==> src/rtl/hazard_ctrl_pkg.sv <==
// Shared types and constants for the pipeline hazard controller:
// FSM states, forward-select encodings and the stall/flush control bundle.
package hazard_ctrl_pkg;

    typedef enum logic [1:0] {
        ST_INIT     = 2'd0,
        ST_RUN      = 2'd1,
        ST_MEM_WAIT = 2'd2
    } state_t;

    localparam logic [1:0] FWD_RF = 2'b00;
    localparam logic [1:0] FWD_W  = 2'b01;
    localparam logic [1:0] FWD_M  = 2'b10;

    localparam int INIT_CYCLES = 2;
    localparam int INIT_CNT_W  = 2;

    typedef struct packed {
        logic stallf;
        logic stalld;
        logic stalle;
        logic stallm;
        logic flushd;
        logic flushe;
        logic flushw;
    } ctrl_t;

    localparam ctrl_t CTRL_NONE = '0;

    localparam ctrl_t CTRL_INIT = '{stallf: 1'b1, stalld: 1'b0, stalle: 1'b0, stallm: 1'b0,
                                    flushd: 1'b1, flushe: 1'b1, flushw: 1'b1};

    localparam ctrl_t CTRL_MEM_WAIT = '{stallf: 1'b1, stalld: 1'b1, stalle: 1'b1, stallm: 1'b1,
                                        flushd: 1'b0, flushe: 1'b0, flushw: 1'b1};

    localparam ctrl_t CTRL_BRANCH = '{stallf: 1'b0, stalld: 1'b0, stalle: 1'b0, stallm: 1'b0,
                                      flushd: 1'b1, flushe: 1'b1, flushw: 1'b0};

    localparam ctrl_t CTRL_LOAD_USE = '{stallf: 1'b1, stalld: 1'b1, stalle: 1'b0, stallm: 1'b0,
                                        flushd: 1'b0, flushe: 1'b1, flushw: 1'b0};

    // x0 is hard-wired zero, so a write to it never creates a dependency.
    function automatic logic reg_match(input logic [4:0] rd, input logic [4:0] rs);
        return (rd != 5'd0) && (rd == rs);
    endfunction

endpackage

==> src/rtl/hazard_ctrl_fwd_unit.sv <==
// Operand forwarding select for one ALU source; the memory-stage result
// is younger than the writeback result and therefore wins.
module fwd_unit
    import hazard_ctrl_pkg::*;
(
    input  logic [4:0] rs,
    input  logic [4:0] rdm,
    input  logic [4:0] rdw,
    input  logic       regwritem,
    input  logic       regwritew,
    output logic [1:0] fwd_sel
);

    always_comb begin
        fwd_sel = FWD_RF;
        if (regwritem && reg_match(rdm, rs)) begin
            fwd_sel = FWD_M;
        end else if (regwritew && reg_match(rdw, rs)) begin
            fwd_sel = FWD_W;
        end
    end

endmodule

==> src/rtl/hazard_ctrl.sv <==
// Pipeline hazard controller: start-up flush, memory-wait stall, branch
// flush, load-use stall, operand forwarding and saturating perf counters.
module hazard_ctrl
    import hazard_ctrl_pkg::*;
#(
    parameter int CNT_W = 32
) (
    input  logic             clk,
    input  logic             rst_n,
    input  logic [4:0]       rs1d,
    input  logic [4:0]       rs2d,
    input  logic [4:0]       rs1e,
    input  logic [4:0]       rs2e,
    input  logic [4:0]       rde,
    input  logic [4:0]       rdm,
    input  logic [4:0]       rdw,
    input  logic             regwritem,
    input  logic             regwritew,
    input  logic             loade,
    input  logic             pcsrce,
    input  logic             memreqm,
    input  logic             memready,
    output logic             stallf,
    output logic             stalld,
    output logic             stalle,
    output logic             stallm,
    output logic             flushd,
    output logic             flushe,
    output logic             flushw,
    output logic [1:0]       forwardae,
    output logic [1:0]       forwardbe,
    output logic [CNT_W-1:0] stall_cnt,
    output logic [CNT_W-1:0] flush_cnt,
    output logic             busy
);

    localparam logic [INIT_CNT_W-1:0] INIT_LAST = INIT_CNT_W'(INIT_CYCLES - 1);
    localparam logic [CNT_W-1:0]      CNT_ONE   = {{(CNT_W-1){1'b0}}, 1'b1};

    state_t                state;
    logic [INIT_CNT_W-1:0] init_cnt;
    ctrl_t                 ctrl;
    logic                  mem_wait;
    logic                  load_use;
    logic                  branch_flush;

    function automatic logic [CNT_W-1:0] sat_inc(input logic [CNT_W-1:0] v);
        return (&v) ? v : v + CNT_ONE;
    endfunction

    // A pending memory access freezes the whole front of the pipe and bubbles
    // writeback; it outranks any redirect or load-use decided in execute.
    always_comb begin
        mem_wait = ((state == ST_RUN) && memreqm && !memready) ||
                   ((state == ST_MEM_WAIT) && !memready);
        load_use = loade && (reg_match(rde, rs1d) || reg_match(rde, rs2d));
        branch_flush = (state != ST_INIT) && !mem_wait && pcsrce;

        ctrl = CTRL_NONE;
        if (state == ST_INIT) begin
            ctrl = CTRL_INIT;
        end else if (mem_wait) begin
            ctrl = CTRL_MEM_WAIT;
        end else if (pcsrce) begin
            ctrl = CTRL_BRANCH;
        end else if (load_use) begin
            ctrl = CTRL_LOAD_USE;
        end
    end

    assign stallf = ctrl.stallf;
    assign stalld = ctrl.stalld;
    assign stalle = ctrl.stalle;
    assign stallm = ctrl.stallm;
    assign flushd = ctrl.flushd;
    assign flushe = ctrl.flushe;
    assign flushw = ctrl.flushw;
    assign busy   = (state != ST_RUN);

    always_ff @(posedge clk or negedge rst_n) begin
        if (!rst_n) begin
            state     <= ST_INIT;
            init_cnt  <= '0;
            stall_cnt <= '0;
            flush_cnt <= '0;
        end else begin
            case (state)
                ST_INIT: begin
                    if (init_cnt == INIT_LAST) begin
                        state <= ST_RUN;
                    end else begin
                        init_cnt <= init_cnt + 1'b1;
                    end
                end
                ST_RUN: begin
                    if (memreqm && !memready) begin
                        state <= ST_MEM_WAIT;
                    end
                end
                ST_MEM_WAIT: begin
                    if (memready) begin
                        state <= ST_RUN;
                    end
                end
                default: begin
                    state <= ST_INIT;
                end
            endcase

            if ((state != ST_INIT) && ctrl.stallf) begin
                stall_cnt <= sat_inc(stall_cnt);
            end
            if (branch_flush) begin
                flush_cnt <= sat_inc(flush_cnt);
            end
        end
    end

    fwd_unit u_fwd_a (
        .rs        (rs1e),
        .rdm       (rdm),
        .rdw       (rdw),
        .regwritem (regwritem),
        .regwritew (regwritew),
        .fwd_sel   (forwardae)
    );

    fwd_unit u_fwd_b (
        .rs        (rs2e),
        .rdm       (rdm),
        .rdw       (rdw),
        .regwritem (regwritem),
        .regwritew (regwritew),
        .fwd_sel   (forwardbe)
    );

endmodule
==> config.mk <==
export PLATFORM = sky130hd
export DESIGN_NAME = hazard_ctrl
export DESIGN_NICKNAME = d
export VERILOG_FILES = /design/src/rtl/hazard_ctrl_pkg.sv /design/src/rtl/hazard_ctrl_fwd_unit.sv /design/src/rtl/hazard_ctrl.sv
export SDC_FILE = /design/constraint.sdc
export NUM_CORES = 1
export LEC_CHECK = 0
export BUFFER_PORTS_ARGS = -buffer_cell sky130_fd_sc_hd__buf_2
export CORE_MARGIN = 5
export CORE_UTILIZATION = 47
export CTS_CLUSTER_SIZE = 20
export DETAILED_ROUTE_END_ITERATION = 8
export HOLD_SLACK_MARGIN = 0.15
export PLACE_DENSITY = 0.84
export REMOVE_ABC_BUFFERS = 1
export SYNTH_ARGS = -nofsm -noshare
export SYNTH_HDL_FRONTEND = slang
export SYNTH_HIERARCHICAL = 1
export SYNTH_SLANG_ARGS = --single-unit
==> constraint.sdc <==
create_clock -name clk -period 2.06 [get_ports clk]
set_clock_uncertainty 0.05 [all_clocks]
set_input_delay 0.309 -clock clk [delete_from_list [all_inputs] [get_ports clk]]
set_output_delay 0.309 -clock clk [all_outputs]
set_load 0.01 [all_outputs]
=== Word level (Yosys, flattened, before mapping) ===
Index checks and enable logic that the tools add are counted.
Widths: inputs -> output; s select.

* Muxes and demuxes: 12
* Bitwise operators: 3
* Add/sub/neg operators: 3
* Reduce and logical (&&, ||, !) cells: 33
* Equality and inequality tests: 13

{| class="wikitable"
|+ Operators by type and width
! cell !! number
|-
| $add 32x1->32 const B || 2
|-
| $reduce_and 32->1 || 2
|-
| $eq 5x5->1 || 6
|-
| $mux 7 || 4
|-
| $logic_and 1x1->1 || 18
|-
| $reduce_bool 5->1 || 3
|-
| $mux 2 || 5
|-
| $ne 2x1->1 const B || 3
|-
| $pmux 2 s3 || 1
|-
| $reduce_and 2->1 || 3
|-
| $eq 2x1->1 const B || 2
|-
| $not 1->1 || 3
|-
| $reduce_and 3->1 || 1
|-
| $add 2x1->2 const B || 1
|-
| $eq 2x2->1 const B || 1
|-
| $logic_not 1->1 || 2
|-
| $logic_not 2->1 || 1
|-
| $logic_or 1x1->1 || 2
|-
| $mux 1 || 2
|-
| $ne 2x2->1 const B || 1
|-
| $reduce_bool 2->1 || 1
|}

* Register bits: 68
* Output and inout port bits: 76
* Word-level logic and storage cells: 68
* Input port bits: 43

=== Longest topological paths before layout ===
* Word-level depth: 10
* Depth in mapped cells: 8
* Gate-level depth less buffers: 7

=== Hierarchy ===
Netlist, hierarchy kept.

{| class="wikitable"
|+ By module, submodules not included
! module !! cells each !! instances !! sequential area each (µm²) !! area an instance (µm²)
|-
| hazard_ctrl || 349 || 1 || 1,701.6 || 3,515.9
|-
| fwd_unit || 20 || 2 || 0.0 || 151.4
|}

=== Worst setup path after synthesis ===
No wires, ideal clock.

* Path type: register -> register
* From: register flush_cnt[0]
* To: register flush_cnt[1]
* Data required time: 1.882 ns
* Slack: -0.039 ns
* Path buffers: 1
* Arrival: 1.921 ns
* Period minus slack after synthesis: 2.099 ns
* Stages on the path, launching flop included: 8
* Setup time: 0.128 ns
* Path through: dfrtp_1 -> ha_1 -> nand3_1 -> nor4_1 -> nand3_1 -> and2_1 -> buf_2 -> mux2_1

* Longest elaborated chain between the ends: 3
* Elaborated cells between the ends (all ways): 4
* Classes of those cells: 1 x add/sub; 1 x bitwise; 2 x reduce/logical

{| class="wikitable"
|+ Ends and longest elaborated chain
! element !! RTL line !! RTL
|-
| start: declaration || hazard_ctrl.sv:33 || <nowiki>output logic [CNT_W-1:0] flush_cnt,</nowiki>
|-
| start signal: assignment || hazard_ctrl.sv:114 || <nowiki>flush_cnt <= sat_inc(flush_cnt);</nowiki>
|-
| branches (longest 3 deep; another with $add 32x1->32) || n/a ||
|}

Several ways; the timed one is not identified.
A chain may end at the register's enable or synchronous reset.

=== Worst setup path in the final report ===
* From: input port rde[2]
* To: output port stalld

* Longest elaborated chain between the ends: 8
* Elaborated cells between the ends (all ways): 11
* Classes of those cells: 2 x eq/ne; 4 x mux; 5 x reduce/logical

{| class="wikitable"
|+ Ends and longest elaborated chain
! element !! RTL line !! RTL
|-
| start: declaration || hazard_ctrl.sv:14 || <nowiki>input logic [4:0] rde,</nowiki>
|-
| $eq 5x5->1 / $reduce_bool 5->1 (equally long branches) || hazard_ctrl_pkg.sv:44 || <nowiki>return (rd != 5'd0) && (rd == rs);</nowiki>
|-
| $logic_and 1x1->1 || hazard_ctrl_pkg.sv:44 ||
|-
| $logic_or 1x1->1 (*) || hazard_ctrl.sv:56 || <nowiki>load_use = loade && (reg_match(rde, rs1d) || reg_match(rde, rs2d));</nowiki>
|-
| $logic_and 1x1->1 (*) || hazard_ctrl.sv:56 ||
|-
| $mux 7 (*) || hazard_ctrl.sv:66 || <nowiki>end else if (load_use) begin</nowiki>
|-
| $mux 7 (*) || hazard_ctrl.sv:64 || <nowiki>end else if (pcsrce) begin</nowiki>
|-
| $mux 7 (*) || hazard_ctrl.sv:62 || <nowiki>end else if (mem_wait) begin</nowiki>
|-
| $mux 7 (*) || hazard_ctrl.sv:60 || <nowiki>if (state == ST_INIT) begin</nowiki>
|-
| end: declaration || hazard_ctrl.sv:24 || <nowiki>output logic stalld,</nowiki>
|}

Every way passes the cells marked *; elsewhere a longest branch is shown, timed or not.

==> flow_summary.json <==
{
  "yosys.cell_types.count": 45,
  "finalWirelength_mm": 10.02,
  "max_cap_check_violation_count": 0,
  "finalNetCount": 606,
  "synthCells": 389,
  "clk-insertion-delay-late_ns": 0.33,
  "fraction_of_layout_instances_using_a_drive_strength_above_1_pct": 39.82,
  "insertedDiodeCount": 0,
  "cts_buffer_depth": 2,
  "gr-usage-all-layers_pct": 19.58,
  "detail_route.drc_violations": 0,
  "antenna_left": 0,
  "area_delta_synth_final_pct": 38.40,
  "worst-slew-pin-transition_ns": 0.3511,
  "numCtsBuffers": 9,
  "synthDominantCellAreaShare_pct": 44.56,
  "tritoncts_num_sinks": 68,
  "initial_core_util_pct": 48.91,
  "setup_tns_ns": 0,
  "detailroute.via_count": 3558,
  "fillers": 598,
  "worst_ep_arrival_time_ns": 1.65,
  "layout.cell_area.non_filler_um2": 5285,
  "place.gp.congestion": 0.8295,
  "detailedRoute.firstIterationViolations": 74,
  "leakagePower_nw": 2.518,
  "finalCriticalPeriod_ns": 2.010,
  "placementRows": 32,
  "cts.reportedPaths.clkPinSlew_ns": 0.07,
  "cts.root.buffer_cell": "sky130_fd_sc_hd__clkbuf_8",
  "cp_slowest_stage_delay_ns": 0.52,
  "crit_path_start_kind": "input pin",
  "grt_pass1_wl_mm": 16.11,
  "crit_path_max_fanout": 8,
  "crit_path_cell_trace": "buf_2 -> or4_4 -> o21ai_4 -> a211oi_2 -> a21oi_2 -> buf_12 -> inv_4 -> buf_6",
  "synth-seq-cells": 68,
  "via_per_instance_ratio": 5.334,
  "run_status": "complete, no violations",
  "die_y_um": 100.1,
  "yosysMostFrequentCell": "sky130_fd_sc_hd__dfrtp_1",
  "ys_top_cells_by_area": "sky130_fd_sc_hd__dfrtp_1 (45%), sky130_fd_sc_hd__xor2_1 (11%), sky130_fd_sc_hd__xnor2_1 (8.9%), sky130_fd_sc_hd__nand2_1 (4.0%), sky130_fd_sc_hd__nor3_1 (3.4%)",
  "pwr_density_cell_nw_per_um2": 797.6,
  "syn_area_per_cell_um2": 9.817,
  "min_path_type": "input pin to flop",
  "vdd_ir_drop_max_mv": 0.7446,
  "via_count_of_the_first_global_routing_pass": 3701,
  "timing.critical_path.to_type": "output port",
  "route.met3.wl_um": 704,
  "design.core.area_um2": 7807,
  "cp_slowest_cell": "sky130_fd_sc_hd__or4_4",
  "synth.yosys.seq_area_share_pct": 44.56,
  "timing.slew.headroom_pct": 76.38,
  "cts_tree": "built",
  "finalSetupViolCount": 0,
  "yosys_most_used_dff": "sky130_fd_sc_hd__dfrtp_1",
  "total_of_warnings_raised_by_yosys": 6,
  "port-buffer-count": 118,
  "chipWidth_um": 100.1,
  "wl_met2_mm": 5.157,
  "grt_antenna_before_repair": 0,
  "sum_of_routed_wire_segments_on_met1_mm": 3.947,
  "dpl-instance-area_um2": 4845,
  "drv_slew": 0,
  "global_route.overflow_total": 0,
  "io_pins": 119,
  "synth_top_cell_by_area": "sky130_fd_sc_hd__dfrtp_1",
  "syn_area_um2": 3819,
  "post-route-period-util_pct": 97.58,
  "post_drt_wl_per_cell_um": 15.02,
  "postSynth.asyncResetShare_pct": 100.0,
  "dp_hpwl_mm": 7.462,
  "grt_max_degree": 69,
  "highest_layer": "met4",
  "clock_tree.htree_level_count": 3,
  "finalHoldViolations": 0,
  "critPathRequiredTime_ns": 1.70,
  "die_ar_um2": 10030,
  "drt-pass1-iter-count": 4,
  "clock.fmax_ghz": 0.4975,
  "worst_path_class_setup": "input pin to output port",
  "yosys-top-cells-count": "sky130_fd_sc_hd__dfrtp_1 (68), sky130_fd_sc_hd__xor2_1 (48), sky130_fd_sc_hd__nand2_1 (41)",
  "number_of_synthesized_flops_with_an_enable_pin": 0
}
-- layout by cell type (no fill, tap or decap), types with 3 or more instances in the layout --
master,n
sky130_fd_sc_hd__buf_6,5
sky130_fd_sc_hd__nand3_1,24
sky130_fd_sc_hd__and4_1,3
sky130_fd_sc_hd__clkbuf_8,10
sky130_fd_sc_hd__a21oi_2,3
sky130_fd_sc_hd__nand2_1,41
sky130_fd_sc_hd__nor3_1,24
sky130_fd_sc_hd__nand4_1,17
sky130_fd_sc_hd__nor4_1,8
sky130_fd_sc_hd__xnor2_1,39
sky130_fd_sc_hd__xor2_1,48
sky130_fd_sc_hd__nor4b_2,4
sky130_fd_sc_hd__a211oi_2,3
sky130_fd_sc_hd__a21oi_1,6
sky130_fd_sc_hd__nor3_2,3
sky130_fd_sc_hd__buf_2,116
sky130_fd_sc_hd__nor2_1,22
sky130_fd_sc_hd__buf_12,4
sky130_fd_sc_hd__inv_1,10
sky130_fd_sc_hd__dfrtp_1,66
sky130_fd_sc_hd__clkinv_2,3
sky130_fd_sc_hd__buf_4,41
sky130_fd_sc_hd__nor4_2,7
sky130_fd_sc_hd__and3_1,7
sky130_fd_sc_hd__nand2b_1,5
-- where the power goes --
group	leakage, nW	switching (mW)	internal, mW
sequential	0.845	0.157	1.51
clock	0.113	0.487	0.709
combinational	1.56	0.695	0.660
total	2.52	1.34	2.88
-- what timing repair did --
item / 4_1_cts / 5_1_grt
endpoints found under the hold margin: 69 / 0
pin swaps: 1 / 8
gates resized for setup: 3 / 33
setup buffers: 3 / 4
endpoints found under the setup margin: 2 / 39
hold buffers: 2 / 0
-- path summary, 6_finish.rpt --
kind                       slack, ns        start  cells after the start             to
setup / recovery                0.05       rde[2]                      8         stalld
hold / removal                  0.22     memready                      3       state[0]
setup reg to reg                0.07     state[0]                      8  stall_cnt[29]
hold reg to reg                 0.43  init_cnt[0]                      1    init_cnt[0]
max in group asynchronous       1.19        rst_n                      3       state[0]
min in group asynchronous       0.47        rst_n                      3  flush_cnt[15]
-- per-stage QoR --
stage	worst slack [ns]	hold slack [ns]	power [mW]	utilization [%]	std cells
after floorplan	-0.3895	-0.03659	2.287	-	381
after global placement	-0.02526	0.3043	2.864	62.05	642
after detailed placement	-0.07538	0.3055	2.921	62.05	642
after CTS	0.003458	0.2117	4.156	65.53	663
after global routing	-0.01298	0.2510	4.454	67.69	667
final	0.04995	0.2221	4.216	67.69	667
-- state kept, by name (all words and copies together) (netlist names) --
name	flops
init_cnt	2
flush_cnt	32
stall_cnt	32
state	2
-- routing by layer --
layer  vias up  GRT usage [%]
met5         -              0
met4         0          6.736
met3        26          4.726
met2       120          34.35
met1      1700          23.41
li1       1712              -
-- area by class of cell --
cell class                      instances  area (um2)  share of cell area, %
Multi-Input combinational cell        302        2148                  40.65
Sequential cell                        68        1704                  32.24
Timing Repair Buffer                  168        1045                  19.77
Clock buffer                           11       141.4                  2.675
Tap cell                              102       127.6                  2.415
Clock inverter                          5       75.07                  1.420
Inverter                               11       43.79                 0.8286
-- critical path, delay by kind of cell --
| kind | cells | cell delay (ns) |
|---|---|---|
| simple gates | 1 | 0.52 |
| compound gates | 3 | 0.41 |
| buf+inv | 4 | 0.40 |
-- cell families after synthesis --
logic type | synth area share [%]
XOR/XNOR | 19.95
multiplexers | 1.245
buffers and inverters | 2.392
AO/OA/AOI/OAI | 4.423
adder cells (fa/ha/maj) | 0.9831
AND/OR/NAND/NOR | 26.44
flip-flops | 44.56
No activity file was read; power rests on OpenSTA's default activity.
